==> config.mk <==
export PLATFORM = sky130hd
export DESIGN_NAME = arrow_sprite_scheduler
export DESIGN_NICKNAME = d
export VERILOG_FILES = /design/src/rtl/arrow_sprite_scheduler.sv
export SDC_FILE = /design/constraint.sdc
export NUM_CORES = 1
export LEC_CHECK = 0
export CORE_MARGIN = 4
export CORE_UTILIZATION = 61
export DETAILED_ROUTE_END_ITERATION = 8
export PLACE_DENSITY = 0.85
export SYNTH_ARGS = -nofsm -noshare
export SYNTH_HDL_FRONTEND = slang
export SYNTH_SLANG_ARGS = --single-unit
==> constraint.sdc <==
create_clock -name Clk -period 4 [get_ports Clk]
set_input_delay 0.4 -clock Clk [delete_from_list [all_inputs] [get_ports Clk]]
set_output_delay 0.4 -clock Clk [all_outputs]
set_load 0.02 [all_outputs]
==> src/rtl/arrow_sprite_scheduler.sv <==
// arrow_sprite_scheduler: per-scanline object scan into a line buffer plus per-pixel sprite resolve
module arrow_sprite_scheduler #(
  parameter int NUM_OBJ      = 16,
  parameter int MAX_PER_LINE = 4,
  parameter int SPR_SIZE     = 64
) (
  input  logic                       Clk,
  input  logic                       Reset_n,
  input  logic                       line_start,
  input  logic [9:0]                 LineY,
  input  logic [9:0]                 DrawX,
  output logic [$clog2(NUM_OBJ)-1:0] obj_idx,
  input  logic [9:0]                 obj_x,
  input  logic [9:0]                 obj_y,
  input  logic [1:0]                 obj_type,
  input  logic                       obj_valid,
  output logic                       scan_busy,
  output logic                       line_overflow,
  output logic                       sprite_on,
  output logic [1:0]                 sprite_type,
  output logic [9:0]                 SpriteX,
  output logic [9:0]                 SpriteY
);
  localparam int IW = $clog2(NUM_OBJ);
  localparam int CW = $clog2(MAX_PER_LINE + 1);
  localparam logic [9:0] SZ = 10'(SPR_SIZE);
  localparam logic [10:0] SZW = 11'(SPR_SIZE);
  typedef enum logic [1:0] {IDLE, SCAN, SWAP} state_t;
  state_t state_q, state_d;
  logic [9:0] scan_y_q, scan_y_d;
  logic [IW:0] cnt_q, cnt_d;
  logic [9:0] bx_q [MAX_PER_LINE], bx_d [MAX_PER_LINE];
  logic [9:0] brow_q [MAX_PER_LINE], brow_d [MAX_PER_LINE];
  logic [1:0] btype_q [MAX_PER_LINE], btype_d [MAX_PER_LINE];
  logic [CW-1:0] bcnt_q, bcnt_d;
  logic bovf_q, bovf_d;
  logic [9:0] dx_q [MAX_PER_LINE], dx_d [MAX_PER_LINE];
  logic [9:0] drow_q [MAX_PER_LINE], drow_d [MAX_PER_LINE];
  logic [1:0] dtype_q [MAX_PER_LINE], dtype_d [MAX_PER_LINE];
  logic [CW-1:0] dcnt_q, dcnt_d;
  logic ovf_q, ovf_d;
  logic sprite_on_q, sprite_on_d;
  logic [1:0] sprite_type_q, sprite_type_d;
  logic [9:0] sprite_x_q, sprite_x_d;
  logic [9:0] sprite_y_q, sprite_y_d;
  logic hit;
  // cnt runs one past the last index so the final read can be evaluated; the address saturates there
  assign obj_idx = cnt_q[IW] ? IW'(NUM_OBJ - 1) : cnt_q[IW-1:0];
  assign scan_busy = state_q != IDLE;
  assign line_overflow = ovf_q;
  assign sprite_on = sprite_on_q;
  assign sprite_type = sprite_type_q;
  assign SpriteX = sprite_x_q;
  assign SpriteY = sprite_y_q;
  // Scan FSM: a new line_start always restarts, and mid-scan it also blanks the display buffer
  always_comb begin
    state_d = state_q;
    scan_y_d = scan_y_q;
    cnt_d = cnt_q;
    bx_d = bx_q;
    brow_d = brow_q;
    btype_d = btype_q;
    bcnt_d = bcnt_q;
    bovf_d = bovf_q;
    dx_d = dx_q;
    drow_d = drow_q;
    dtype_d = dtype_q;
    dcnt_d = dcnt_q;
    ovf_d = ovf_q;
    hit = obj_valid && obj_y <= scan_y_q && {1'b0, scan_y_q} < {1'b0, obj_y} + SZW;
    if (line_start) begin
      state_d = SCAN;
      scan_y_d = LineY;
      cnt_d = '0;
      bcnt_d = '0;
      bovf_d = 1'b0;
      if (state_q != IDLE) begin
        dcnt_d = '0;
        ovf_d = 1'b0;
      end
    end else if (state_q == SCAN) begin
      cnt_d = cnt_q + (IW+1)'(1);
      if (cnt_q != '0 && hit) begin
        if (bcnt_q < CW'(MAX_PER_LINE)) begin
          for (int i = 0; i < MAX_PER_LINE; i++)
            if (CW'(i) == bcnt_q) begin
              bx_d[i] = obj_x;
              brow_d[i] = scan_y_q - obj_y;
              btype_d[i] = obj_type;
            end
          bcnt_d = bcnt_q + CW'(1);
        end else
          bovf_d = 1'b1;
      end
      if (cnt_q == (IW+1)'(NUM_OBJ)) begin
        state_d = SWAP;
        cnt_d = '0;
      end
    end else if (state_q == SWAP) begin
      dx_d = bx_q;
      drow_d = brow_q;
      dtype_d = btype_q;
      dcnt_d = bcnt_q;
      ovf_d = bovf_q;
      state_d = IDLE;
    end
  end
  // Pixel resolve: walk slots high to low so the lowest covering slot overrides
  always_comb begin
    sprite_on_d = 1'b0;
    sprite_type_d = '0;
    sprite_x_d = '0;
    sprite_y_d = '0;
    for (int i = MAX_PER_LINE - 1; i >= 0; i--)
      if (CW'(i) < dcnt_q && DrawX >= dx_q[i] && {1'b0, DrawX} < {1'b0, dx_q[i]} + SZW) begin
        sprite_on_d = 1'b1;
        sprite_type_d = dtype_q[i];
        sprite_x_d = SZ - (DrawX - dx_q[i]);
        sprite_y_d = SZ - drow_q[i];
      end
  end
  // State, line buffers and registered pixel outputs
  always_ff @(posedge Clk or negedge Reset_n)
    if (!Reset_n) begin
      state_q <= IDLE;
      scan_y_q <= '0;
      cnt_q <= '0;
      bx_q <= '{default: '0};
      brow_q <= '{default: '0};
      btype_q <= '{default: '0};
      bcnt_q <= '0;
      bovf_q <= 1'b0;
      dx_q <= '{default: '0};
      drow_q <= '{default: '0};
      dtype_q <= '{default: '0};
      dcnt_q <= '0;
      ovf_q <= 1'b0;
      sprite_on_q <= 1'b0;
      sprite_type_q <= '0;
      sprite_x_q <= '0;
      sprite_y_q <= '0;
    end else begin
      state_q <= state_d;
      scan_y_q <= scan_y_d;
      cnt_q <= cnt_d;
      bx_q <= bx_d;
      brow_q <= brow_d;
      btype_q <= btype_d;
      bcnt_q <= bcnt_d;
      bovf_q <= bovf_d;
      dx_q <= dx_d;
      drow_q <= drow_d;
      dtype_q <= dtype_d;
      dcnt_q <= dcnt_d;
      ovf_q <= ovf_d;
      sprite_on_q <= sprite_on_d;
      sprite_type_q <= sprite_type_d;
      sprite_x_q <= sprite_x_d;
      sprite_y_q <= sprite_y_d;
    end
endmodule

Word-level counts from Yosys, hierarchy flattened
Cells that the tools add are included.
W data, S select, Z words.
{"block": "op_classes", "n_addsub": 20, "n_mul": 0, "n_div": 0, "n_lt_le_gt_ge": 15, "eq_ne": 10, "n_shift": 0, "mux": 40, "bitwise": 2, "n_reduce_logical": 28}
{"op": "$mux W10", "n": 8}
{"op": "$sub A7 B10 Y10 const A", "n": 8}
{"op": "$add A10 B7 Y11 const B", "n": 5}
{"op": "$lt A10 B11 Y1", "n": 5}
{"op": "$sub A10 B10 Y10", "n": 5}
{"op": "$ge A10 B10 Y1", "n": 4}
{"op": "$mux W3", "n": 8}
{"op": "$reduce_and A5 Y1", "n": 4}
{"op": "$mux W2", "n": 8}
{"op": "$mux W5", "n": 3}
{"op": "$mux W1", "n": 12}
{"op": "$reduce_and A3 Y1", "n": 4}
{"op": "$logic_and A1 B1 Y1", "n": 11}
{"op": "$le A10 B10 Y1", "n": 1}
{"op": "$reduce_bool A2 Y1", "n": 5}
{"op": "$eq A2 B3 Y1 const A", "n": 2}
{"op": "$lt A1 B3 Y1 const A", "n": 2}
{"op": "$lt A2 B3 Y1 const A", "n": 2}
{"op": "$add A5 B1 Y5 const B", "n": 1}
{"op": "$eq A5 B5 Y1 const B", "n": 1}
{"op": "$reduce_bool A5 Y1", "n": 1}
{"op": "$mux W4", "n": 1}
{"op": "$ne A2 B2 Y1 const B", "n": 2}
{"op": "$add A3 B1 Y3 const B", "n": 1}
{"op": "10 further kinds", "n": 11}
{"block": "word_totals", "register_bits": 224, "latchBits": 0, "ramBits": 0, "romBits": 0, "input_bits": 46, "wordCells": 150, "n_memories": 0}

Depth between registers and ports, before layout
Gate-level depths: netlist of run 1.
{"block": "depth", "depth_word": 7, "mapped_depth": 13}

Least setup slack after synthesis of run 1
No wires, ideal clock.
{"block": "synth_timing", "path_type": "register to register", "start": "reg dx_q[16] in the netlist's numbering", "end": "reg sprite_x_q[7], in the netlist SpriteX[7]", "setup_time_ns": 0.138, "t_arrival_ns": 2.689, "required_time_ns": 3.862, "setup_slack_ns": 1.174, "stages_incl_launch_ff": 13, "path_buffers": 2, "path_cell_list": "dfrtp_1 > ha_1 > xnor2_1 > ha_1 > a21o_1 > a21oi_1 > o2111ai_1 > a211o_1 > or2_2 > clkbuf_1 > clkbuf_1 > a311oi_1 > o22ai_1"}
{"block": "synth_between", "elab_chain_len": 6}
{"item": "from (decl)", "line": "37", "text": "logic [9:0] dx_q [MAX_PER_LINE], dx_d [MAX_PER_LINE];"}
{"item": "from (signal assigned)", "line": "133", "text": "dx_q <= '{default: '0};"}
{"item": "from (signal assigned)", "line": "151", "text": "dx_q <= dx_d;"}
{"item": "$add A10 B7 Y11 / $ge A10 B10 Y1 (equally long branches)", "line": "115", "text": "if (CW'(i) < dcnt_q && DrawX >= dx_q[i] && {1'b0, DrawX} < {1'b0, dx_q[i]} + SZW) begin"}
{"item": "$lt A10 B11 Y1 / $logic_and A1 B1 Y1 (equally long branches)", "line": "115"}
{"item": "$logic_and A1 B1 Y1", "line": "115"}
{"item": "$mux W10 (*) (3 in series)", "line": "115"}
{"item": "net sprite_x_d[7]", "line": "44", "text": "logic [9:0] sprite_x_q, sprite_x_d;"}
{"item": "to (signal assigned)", "line": "158", "text": "sprite_x_q <= sprite_x_d;"}
{"item": "to (decl)", "line": "44"}
The timed path passes the listed nets; every way through them passes the cells marked *.
A chain may end at the register's enable or synchronous reset.

Worst setup path after layout of run 1
{"block": "layout_timing", "start": "reg dx_q[17] in the netlist's numbering", "end": "reg sprite_y_q[7], in the netlist SpriteY[7]"}
{"block": "layout_between", "elab_chain_len": 6}
{"item": "$add A10 B7 Y11 / $ge A10 B10 Y1 (equally long branches)", "line": "115"}
{"item": "$lt A10 B11 Y1 / $logic_and A1 B1 Y1 (equally long branches)", "line": "115"}
{"item": "$logic_and A1 B1 Y1 (*)", "line": "115"}
{"item": "$mux W10 (*) (3 in series)", "line": "115"}
{"item": "net sprite_y_d[7]", "line": "45", "text": "logic [9:0] sprite_y_q, sprite_y_d;"}
{"item": "to (signal assigned)", "line": "159", "text": "sprite_y_q <= sprite_y_d;"}
{"item": "to (decl)", "line": "45"}
Marks and branches as above.

==> impl_metrics.tcl, run 1 <==
set metrics [dict create \
    detailroute.wirelength.met2_um 15660 \
    grt_setup_unrepaired "no" \
    combinational_power_share_pct 13.7 \
    groute.usage.overall_pct 27.69 \
    grt_first_pass_wirelength_um 54160 \
    layout_commonest_cell "sky130_fd_sc_hd__dfrtp_1" \
    clock_insertion_delay_worst_skew_ns 0.54 \
    worstReg2RegEnd "SpriteY[7]" \
    timing_worst_setup_path_type "reg2reg" \
    cts_num_sinks 224 \
    fraction_of_the_core_area_covered_by_cells_at_the_end_of_the_flow_pct 71.12 \
    firstDrtPassIters 7 \
    gp_congestion 0.9670 \
    numPortBuffers 74 \
    critical_path_peak_fanout 24 \
    h-tree-depth 1 \
    finalClockSkew_ns 0.01327 \
    powerDensity_nw_per_um2 355.3 \
    grt.overflow.total 0 \
    power_switching_mw 1.389 \
    synth.avg_cell_area_sq_um 10.40 \
    synth_top_area_share_pct 41.45 \
    clock-root-buffer "sky130_fd_sc_hd__clkbuf_16" \
    post_synth_num_cell_types 66 \
    die_h_um 156.9 \
    n_antenna_cell 0 \
    seq_power_share_pct 44.9 \
    top_level_port_count 75 \
    p_clk_share_pct 41.4 \
    bufs_on_longest_clock_path 3 \
    finalCriticalPeriod_ns 3.161 \
    clock_tree_from_tritoncts "built" \
    routed.top_layer "met4" \
    power.share.switching_pct 25.20 \
    timing.final.ws_setup_ns 0.8386 \
    postCtsResizedCells 0 \
    floorplan.die.width_um 156.9 \
    finalHoldViolCount 0 \
    floorplan.core_area_sq_um 21820 \
    wl_per_cell_um 20.02 \
    maxCapViolations 0 \
    vias 10205 \
    placement_setup_slack_ns 0.3470 \
    hold_fix_buffers_at_cts 1 \
    whs_endpoint "scan_y_q[0]" \
    dpl_wire_length_um 24100 \
    r2r_slack_ns 0.84 \
    finalMaxSlewViolations 0 \
    reg_to_reg_critical_path_startpoint "dx_q[17]" \
    detailedRoute.firstIterationViolations 911 \
    drc 0 \
    final.setup.tns_ns 0 \
    critical_path.startpoint_type "flop" \
    worst_hold_path.num_cells 3 \
    netlist_area_sq_um 13520 \
    cell_internal_pwr_mw 4.124 \
    ys_async_sr_fraction_pct 100.0 \
    synth-edff-count 0 \
    met1Wirelength_um 14930 \
    worst_hold_startpoint "LineY[0]" \
    clock.fmax_mhz 316.3 \
    worst_ep_required_time_ns 4.42 \
    met3_wirelength_um 2300 \
    setup-violations-final 0 \
    area_delta_synth_final_pct 14.77 \
    floorplan.die_area_sq_um 24610 \
    cellLeakagePower_nw 7.522 \
    synth.top_cells.by_area "sky130_fd_sc_hd__dfrtp_1 (41%), sky130_fd_sc_hd__ha_1 (14%), sky130_fd_sc_hd__mux2_2 (7.9%)" \
    synth.ff_latch_count 224 \
    synth_area_leader_cell "sky130_fd_sc_hd__dfrtp_1" \
    antenna_left 0 \
    effective_utilization_at_floorplan_pct 61.97 \
    route.detailed.vias_per_inst 6.082 \
    relSlewSlack_pct 39.08 \
    synthCells 1300 \
    final_cell_mix "sky130_fd_sc_hd__dfrtp_1 (224), sky130_fd_sc_hd__ha_1 (150), sky130_fd_sc_hd__inv_1 (115)" \
    totalWireLength_um 33600 \
    grt_pass1_vias 10156 \
    reg_clk_slew_reported_paths_ns 0.06 \
    vdd_drop_max_mv 0.2528 \
    drive_gt1_share_pct 12.59 \
    critical_path_arrival_ns 3.58 \
    status "finished, final reports clean" \
    cts_setup_buffers 0 \
    r2r.worst_path.cells 10 \
    cts-buffers-inserted 25 \
    initial_antenna_violation_count 0 \
    hold_path.class "in2reg" \
    synth.net_count 1503 \
    yosysWarnings 0 \
    design.final.nets 1585 \
    seq_area_frac_synth_pct 41.45 \
    finalCritPeriodShare_pct 79.04 \
    worst_slew_pin_tran_ns 0.9137 \
    worst_setup_path_end_kind "flop" \
    synth_flop_cell "sky130_fd_sc_hd__dfrtp_1" \
    grt_start_max_net_pins 98 \
    row_count 54 \
]
[worst max-delay path: stages (launching register included)]
cell and delay [ns]:
sky130_fd_sc_hd__dfrtp_1 0.43, sky130_fd_sc_hd__ha_1 0.25, sky130_fd_sc_hd__xnor2_1 0.14, sky130_fd_sc_hd__ha_1 0.29, sky130_fd_sc_hd__a21o_1 0.18, sky130_fd_sc_hd__a21oi_1 0.18, sky130_fd_sc_hd__o2111ai_1 0.14, sky130_fd_sc_hd__a211o_1 0.29
sky130_fd_sc_hd__or2_2 0.50, sky130_fd_sc_hd__a31o_2 0.29, sky130_fd_sc_hd__a221o_1 0.34
[synth_stat cells, types with 5 or more instances]
master and number:
sky130_fd_sc_hd__a211oi_1 9, sky130_fd_sc_hd__a21o_1 13, sky130_fd_sc_hd__a21oi_1 44, sky130_fd_sc_hd__a221oi_1 12
sky130_fd_sc_hd__a311oi_1 5, sky130_fd_sc_hd__a31oi_1 22, sky130_fd_sc_hd__buf_2 9, sky130_fd_sc_hd__clkbuf_1 31
sky130_fd_sc_hd__dfrtp_1 224, sky130_fd_sc_hd__fa_1 7, sky130_fd_sc_hd__ha_1 150, sky130_fd_sc_hd__inv_1 115
sky130_fd_sc_hd__mux2_1 38, sky130_fd_sc_hd__mux2_2 95, sky130_fd_sc_hd__mux2i_1 6, sky130_fd_sc_hd__nand2_1 82
sky130_fd_sc_hd__nand2b_1 10, sky130_fd_sc_hd__nand3_1 19, sky130_fd_sc_hd__nand3b_1 5, sky130_fd_sc_hd__nor2_1 79
sky130_fd_sc_hd__nor2b_1 14, sky130_fd_sc_hd__nor3_1 37, sky130_fd_sc_hd__nor3b_1 8, sky130_fd_sc_hd__o21a_1 9
sky130_fd_sc_hd__o21ai_0 85, sky130_fd_sc_hd__o41ai_1 8, sky130_fd_sc_hd__or3_1 9, sky130_fd_sc_hd__xnor2_1 51
sky130_fd_sc_hd__xor2_1 28
[worst max-delay path by stage]
| stage | end | startpoint | slack [ns] |
|---|---|---|---|
| 6_report | SpriteY[7] | dx_q[17] | 0.84 |
| 5_1_grt | brow_q[19] | obj_y[6] | 0.69 |
| 4_1_cts | brow_q[9] | scan_y_q[0] | 0.86 |
| 3_5_place_dp | SpriteX[9] | DrawX[1] | 0.35 |
| 3_3_place_gp | SpriteX[9] | DrawX[1] | 0.43 |
| 2_1_floorplan | SpriteX[7] | dx_q[16] | 1.17 |
[area by class of cell]
cell class	instances	area, sq um
fillers	1476	6304
inverters	115	431.7
multi-input cells	914	7278
flip-flops and latches	224	5605
well taps	280	350.3
repair buffers	102	1033
clock inverters	8	107.6
clock buffers	35	713.2
[power groups by stage]
stage	clock [mW]	sequential (mW)	combinational [mW]
6_report	2.28	2.48	0.755
5_1_grt	2.42	2.49	0.835
4_1_cts	2.31	2.48	0.752
3_5_place_dp	0	2.51	0.743
3_3_place_gp	0	2.51	0.720
2_1_floorplan	0	2.49	0.488
[registers in the layout, summed over array words and instances (netlist names), 5 cells and up]
| name | cells |
|---|---|
| SpriteX | 10 |
| cnt_q | 5 |
| scan_y_q | 10 |
| btype_q | 8 |
| dtype_q | 8 |
| drow_q | 40 |
| brow_q | 40 |
| bx_q | 40 |
| dx_q | 40 |
| SpriteY | 10 |
[layer usage]
metal  GRT usage [%]  vias to the layer above
met5               0                        -
met4           6.488                        0
met3           4.234                       63
met2           44.79                      352
met1           39.84                     5079
li1                -                     4711
[through the flow]
stage	hold slack, ns	cells	cell area [sq um]	power [mW]
after floorplan	0.1044	1300	13520	2.979
after global placement	0.4496	1634	14690	3.226
after detailed placement	0.4601	1634	14690	3.257
after CTS	0.4348	1678	15520	5.541
after global routing	0.4501	1678	15520	5.751
final	0.4528	1678	15520	5.514
[cells by family (layout without fill, tap and decap cells)]
family          after synthesis  after routing  synth area share [%]
compound gates              249            249                 11.74
xor+xnor                     79             79                 5.117
fa+ha+maj                   157            157                 14.91
buf+inv                     162            260                 4.830
flops                       224            224                 41.45
mux                         139            139                 11.52
simple gates                290            290                 10.43
No activity file was read; power rests on OpenSTA's default activity.
==> run 2, diff against run 1 <==
--- a/config.mk
+++ b/config.mk
@@ -6,9 +6,9 @@
 export NUM_CORES = 1
 export LEC_CHECK = 0
 export CORE_MARGIN = 4
-export CORE_UTILIZATION = 61
+export CORE_UTILIZATION = 55
 export DETAILED_ROUTE_END_ITERATION = 8
-export PLACE_DENSITY = 0.85
+export PLACE_DENSITY = 0.81
 export SYNTH_ARGS = -nofsm -noshare
 export SYNTH_HDL_FRONTEND = slang
 export SYNTH_SLANG_ARGS = --single-unit
==> constraint.sdc (replaced) <==
create_clock -name Clk -period 2.9 [get_ports Clk]
set_input_delay 0.29 -clock Clk [delete_from_list [all_inputs] [get_ports Clk]]
set_output_delay 0.29 -clock Clk [all_outputs]
set_load 0.02 [all_outputs]
==> run 2 against run 1 <==
Effect of this change: the flow now finishes with violations (negative setup slack); flip-flop and latch count is the same; critical path depth grew 4; utilization rose by 0.65 points; largest cell class unchanged.
==> impl_metrics.tcl, run 2 (synthesis results as in run 1) <==
set metrics [dict create \
    setup-violations-final 66 \
    status "finished, violations left" \
    placement_setup_slack_ns -0.4843 \
    fraction_of_the_core_area_covered_by_cells_at_the_end_of_the_flow_pct 71.76 \
    grt.overflow.total 0 \
    finalCritPeriodShare_pct 104.0 \
    cp_cell_sequence "inv_2 > ha_4 > inv_2 > fa_2 > a21o_1 > a211oi_2 > o21ai_1 > a31oi_1 > buf_4 > nor4_4 > buf_4 > nand3b_4 > clkbuf_16 > mux2_2" \
    final_cell_mix "sky130_fd_sc_hd__dfrtp_1 (224), sky130_fd_sc_hd__buf_4 (148), sky130_fd_sc_hd__ha_1 (144)" \
    critical_path_peak_fanout 6 \
    floorplan.core_area_sq_um 24250 \
    reg_to_reg_critical_path_startpoint "scan_y_q[0]" \
    startpoint "scan_y_q[0]" \
    maxCapViolations 0 \
    top_level_port_count 75 \
    detailedRoute.firstIterationViolations 987 \
    design.final.nets 1733 \
    clock_tree_from_tritoncts "built" \
    reg_clk_slew_reported_paths_ns 0.06 \
    cts_num_sinks 224 \
    critical_path_arrival_ns 3.44 \
    timing_worst_setup_path_type "reg2reg" \
    wl_per_cell_um 21.21 \
    clock_insertion_delay_worst_skew_ns 0.55 \
    grt_setup_unrepaired "yes" \
    grt_pass1_vias 10857 \
    bufs_on_longest_clock_path 3 \
    grt_start_max_net_pins 83 \
    gp_congestion 0.9763 \
    clock.fmax_mhz 331.6 \
    cp_num_buf_inv 5 \
    cts-buffers-inserted 25 \
    drive_gt1_share_pct 24.55 \
    finalCriticalPeriod_ns 3.016 \
    worst_slew_pin_tran_ns 0.6714 \
    dpl_wire_length_um 26270 \
    route.detailed.vias_per_inst 6.001 \
    vias 11233 \
    cellLeakagePower_nw 8.521 \
    totalWireLength_um 39700 \
    firstDrtPassIters 6 \
    cpMaxStageDelayCell "sky130_fd_sc_hd__dfrtp_1" \
    n_antenna_cell 0 \
    h-tree-depth 1 \
    worst_setup_path_end_kind "flop" \
    timing.final.ws_setup_ns -0.1157 \
    initial_antenna_violation_count 0 \
    numPortBuffers 74 \
    drc 0 \
    finalMaxSlewViolations 0 \
    worst_ep_required_time_ns 3.32 \
    groute.usage.overall_pct 26.31 \
    critical_path.top_delay_family "compound AO/OA/AOI/OAI gates" \
    critical_path.startpoint_type "flop" \
    finalHoldViolCount 0 \
    clock-root-buffer "sky130_fd_sc_hd__clkbuf_16" \
    antenna_left 0 \
    powerDensity_nw_per_um2 464.9 \
    row_count 57 \
    vdd_drop_max_mv 0.3503 \
    floorplan.die_area_sq_um 27160 \
    dp_cells 1805 \
    effective_utilization_at_floorplan_pct 55.77 \
    floorplan.die.width_um 164.8 \
    n_fill_cell 1609 \
    layout_commonest_cell "sky130_fd_sc_hd__dfrtp_1" \
    relSlewSlack_pct 54.92 \
    timing.critical_path.slowest_cell_delay_ns 0.38 \
    area_delta_synth_final_pct 28.68 \
    violations "negative setup slack" \
    post_layout_nonfiller_instances 1872 \
    grt_first_pass_wirelength_um 56730 \
    die_h_um 164.8 \
    hold_path.class "in2async" \
    finalClockSkew_ns 0.01448 \
]
## run 2: changes by cell type in the layout (fill, tap and decap cells not counted), moves of 8 or more
cell,previous run,this run
sky130_fd_sc_hd__mux2_2,95,58
sky130_fd_sc_hd__a221oi_1,12,4
sky130_fd_sc_hd__a21oi_1,44,36
sky130_fd_sc_hd__a21oi_2,0,8
sky130_fd_sc_hd__mux2_1,38,23
sky130_fd_sc_hd__mux2_4,0,52
sky130_fd_sc_hd__buf_4,21,148
## run 2: worst paths after layout
path,end,slack [ns],cells past startpoint
max in group asynchronous,dcnt_q[2],1.71,3
setup reg to reg,brow_q[36],-0.12,14
hold / removal,bx_q[36],0.31,2
setup / recovery,brow_q[36],-0.12,14
hold reg to reg,dx_q[13],0.47,2
min in group Clk,scan_y_q[0],0.32,3
## run 2: repair_timing
item / 4_1_cts / 5_1_grt
hold endpoints to repair: 79 / 0
setup endpoints to repair: 99 / 104
cloned: 0 / 8
hold buffers: 1 / 0
buffers inserted: 1 / 12
gates resized for setup: 8 / 100
pin swaps: 4 / 26
## run 2: layer usage
| layer | track usage, % | part of all wire [%] |
|---|---|---|
| met1 | 36.55 | 42 |
| met2 | 43.35 | 47 |
| met3 | 4.118 | 8.0 |
| met4 | 6.881 | 3.5 |
| met5 | 0 | 0 |
## run 2: cell type report
cell class,count,area [sq um],area share [%]
clock buffer,39,748.2,4.300
clock inverter,6,97.59,0.5608
inverter,115,431.7,2.481
tap,324,405.4,2.330
multi-input combinational,914,7739,44.47
timing repair buffer,250,2375,13.65
sequential,224,5605,32.21
## run 2: metrics by stage
stage          TNS (ns)  hold slack, ns  total power, mW  cell area (sq um)
2_1_floorplan         0       -0.005591            4.109              13520
3_3_place_gp     -33.26          0.3139            4.603              15790
3_5_place_dp     -41.15          0.3165            4.660              15790
4_1_cts               0          0.3135            7.907              16670
5_1_grt          -7.641          0.3273            8.366              17400
6_report         -3.447          0.3075            8.090              17400
## run 2: power by group
part / switching (mW) / internal [mW] / leakage, nW
Combinational: 0.687 / 0.716 / 5.31
Clock: 1.31 / 1.95 / 0.413
Sequential: 0.114 / 3.32 / 2.80
Total: 2.11 / 5.98 / 8.52
## run 2: worst register-to-register path, cell delays in order, from the launching register on
cell and delay [ns]:
sky130_fd_sc_hd__dfrtp_1 0.38, sky130_fd_sc_hd__inv_2 0.10, sky130_fd_sc_hd__ha_4 0.15, sky130_fd_sc_hd__inv_2 0.04, sky130_fd_sc_hd__fa_2 0.34, sky130_fd_sc_hd__a21o_1 0.22, sky130_fd_sc_hd__a211oi_2 0.28, sky130_fd_sc_hd__o21ai_1 0.12
sky130_fd_sc_hd__a31oi_1 0.16, sky130_fd_sc_hd__buf_4 0.16, sky130_fd_sc_hd__nor4_4 0.05, sky130_fd_sc_hd__buf_4 0.17, sky130_fd_sc_hd__nand3b_4 0.19, sky130_fd_sc_hd__clkbuf_16 0.21, sky130_fd_sc_hd__mux2_2 0.34
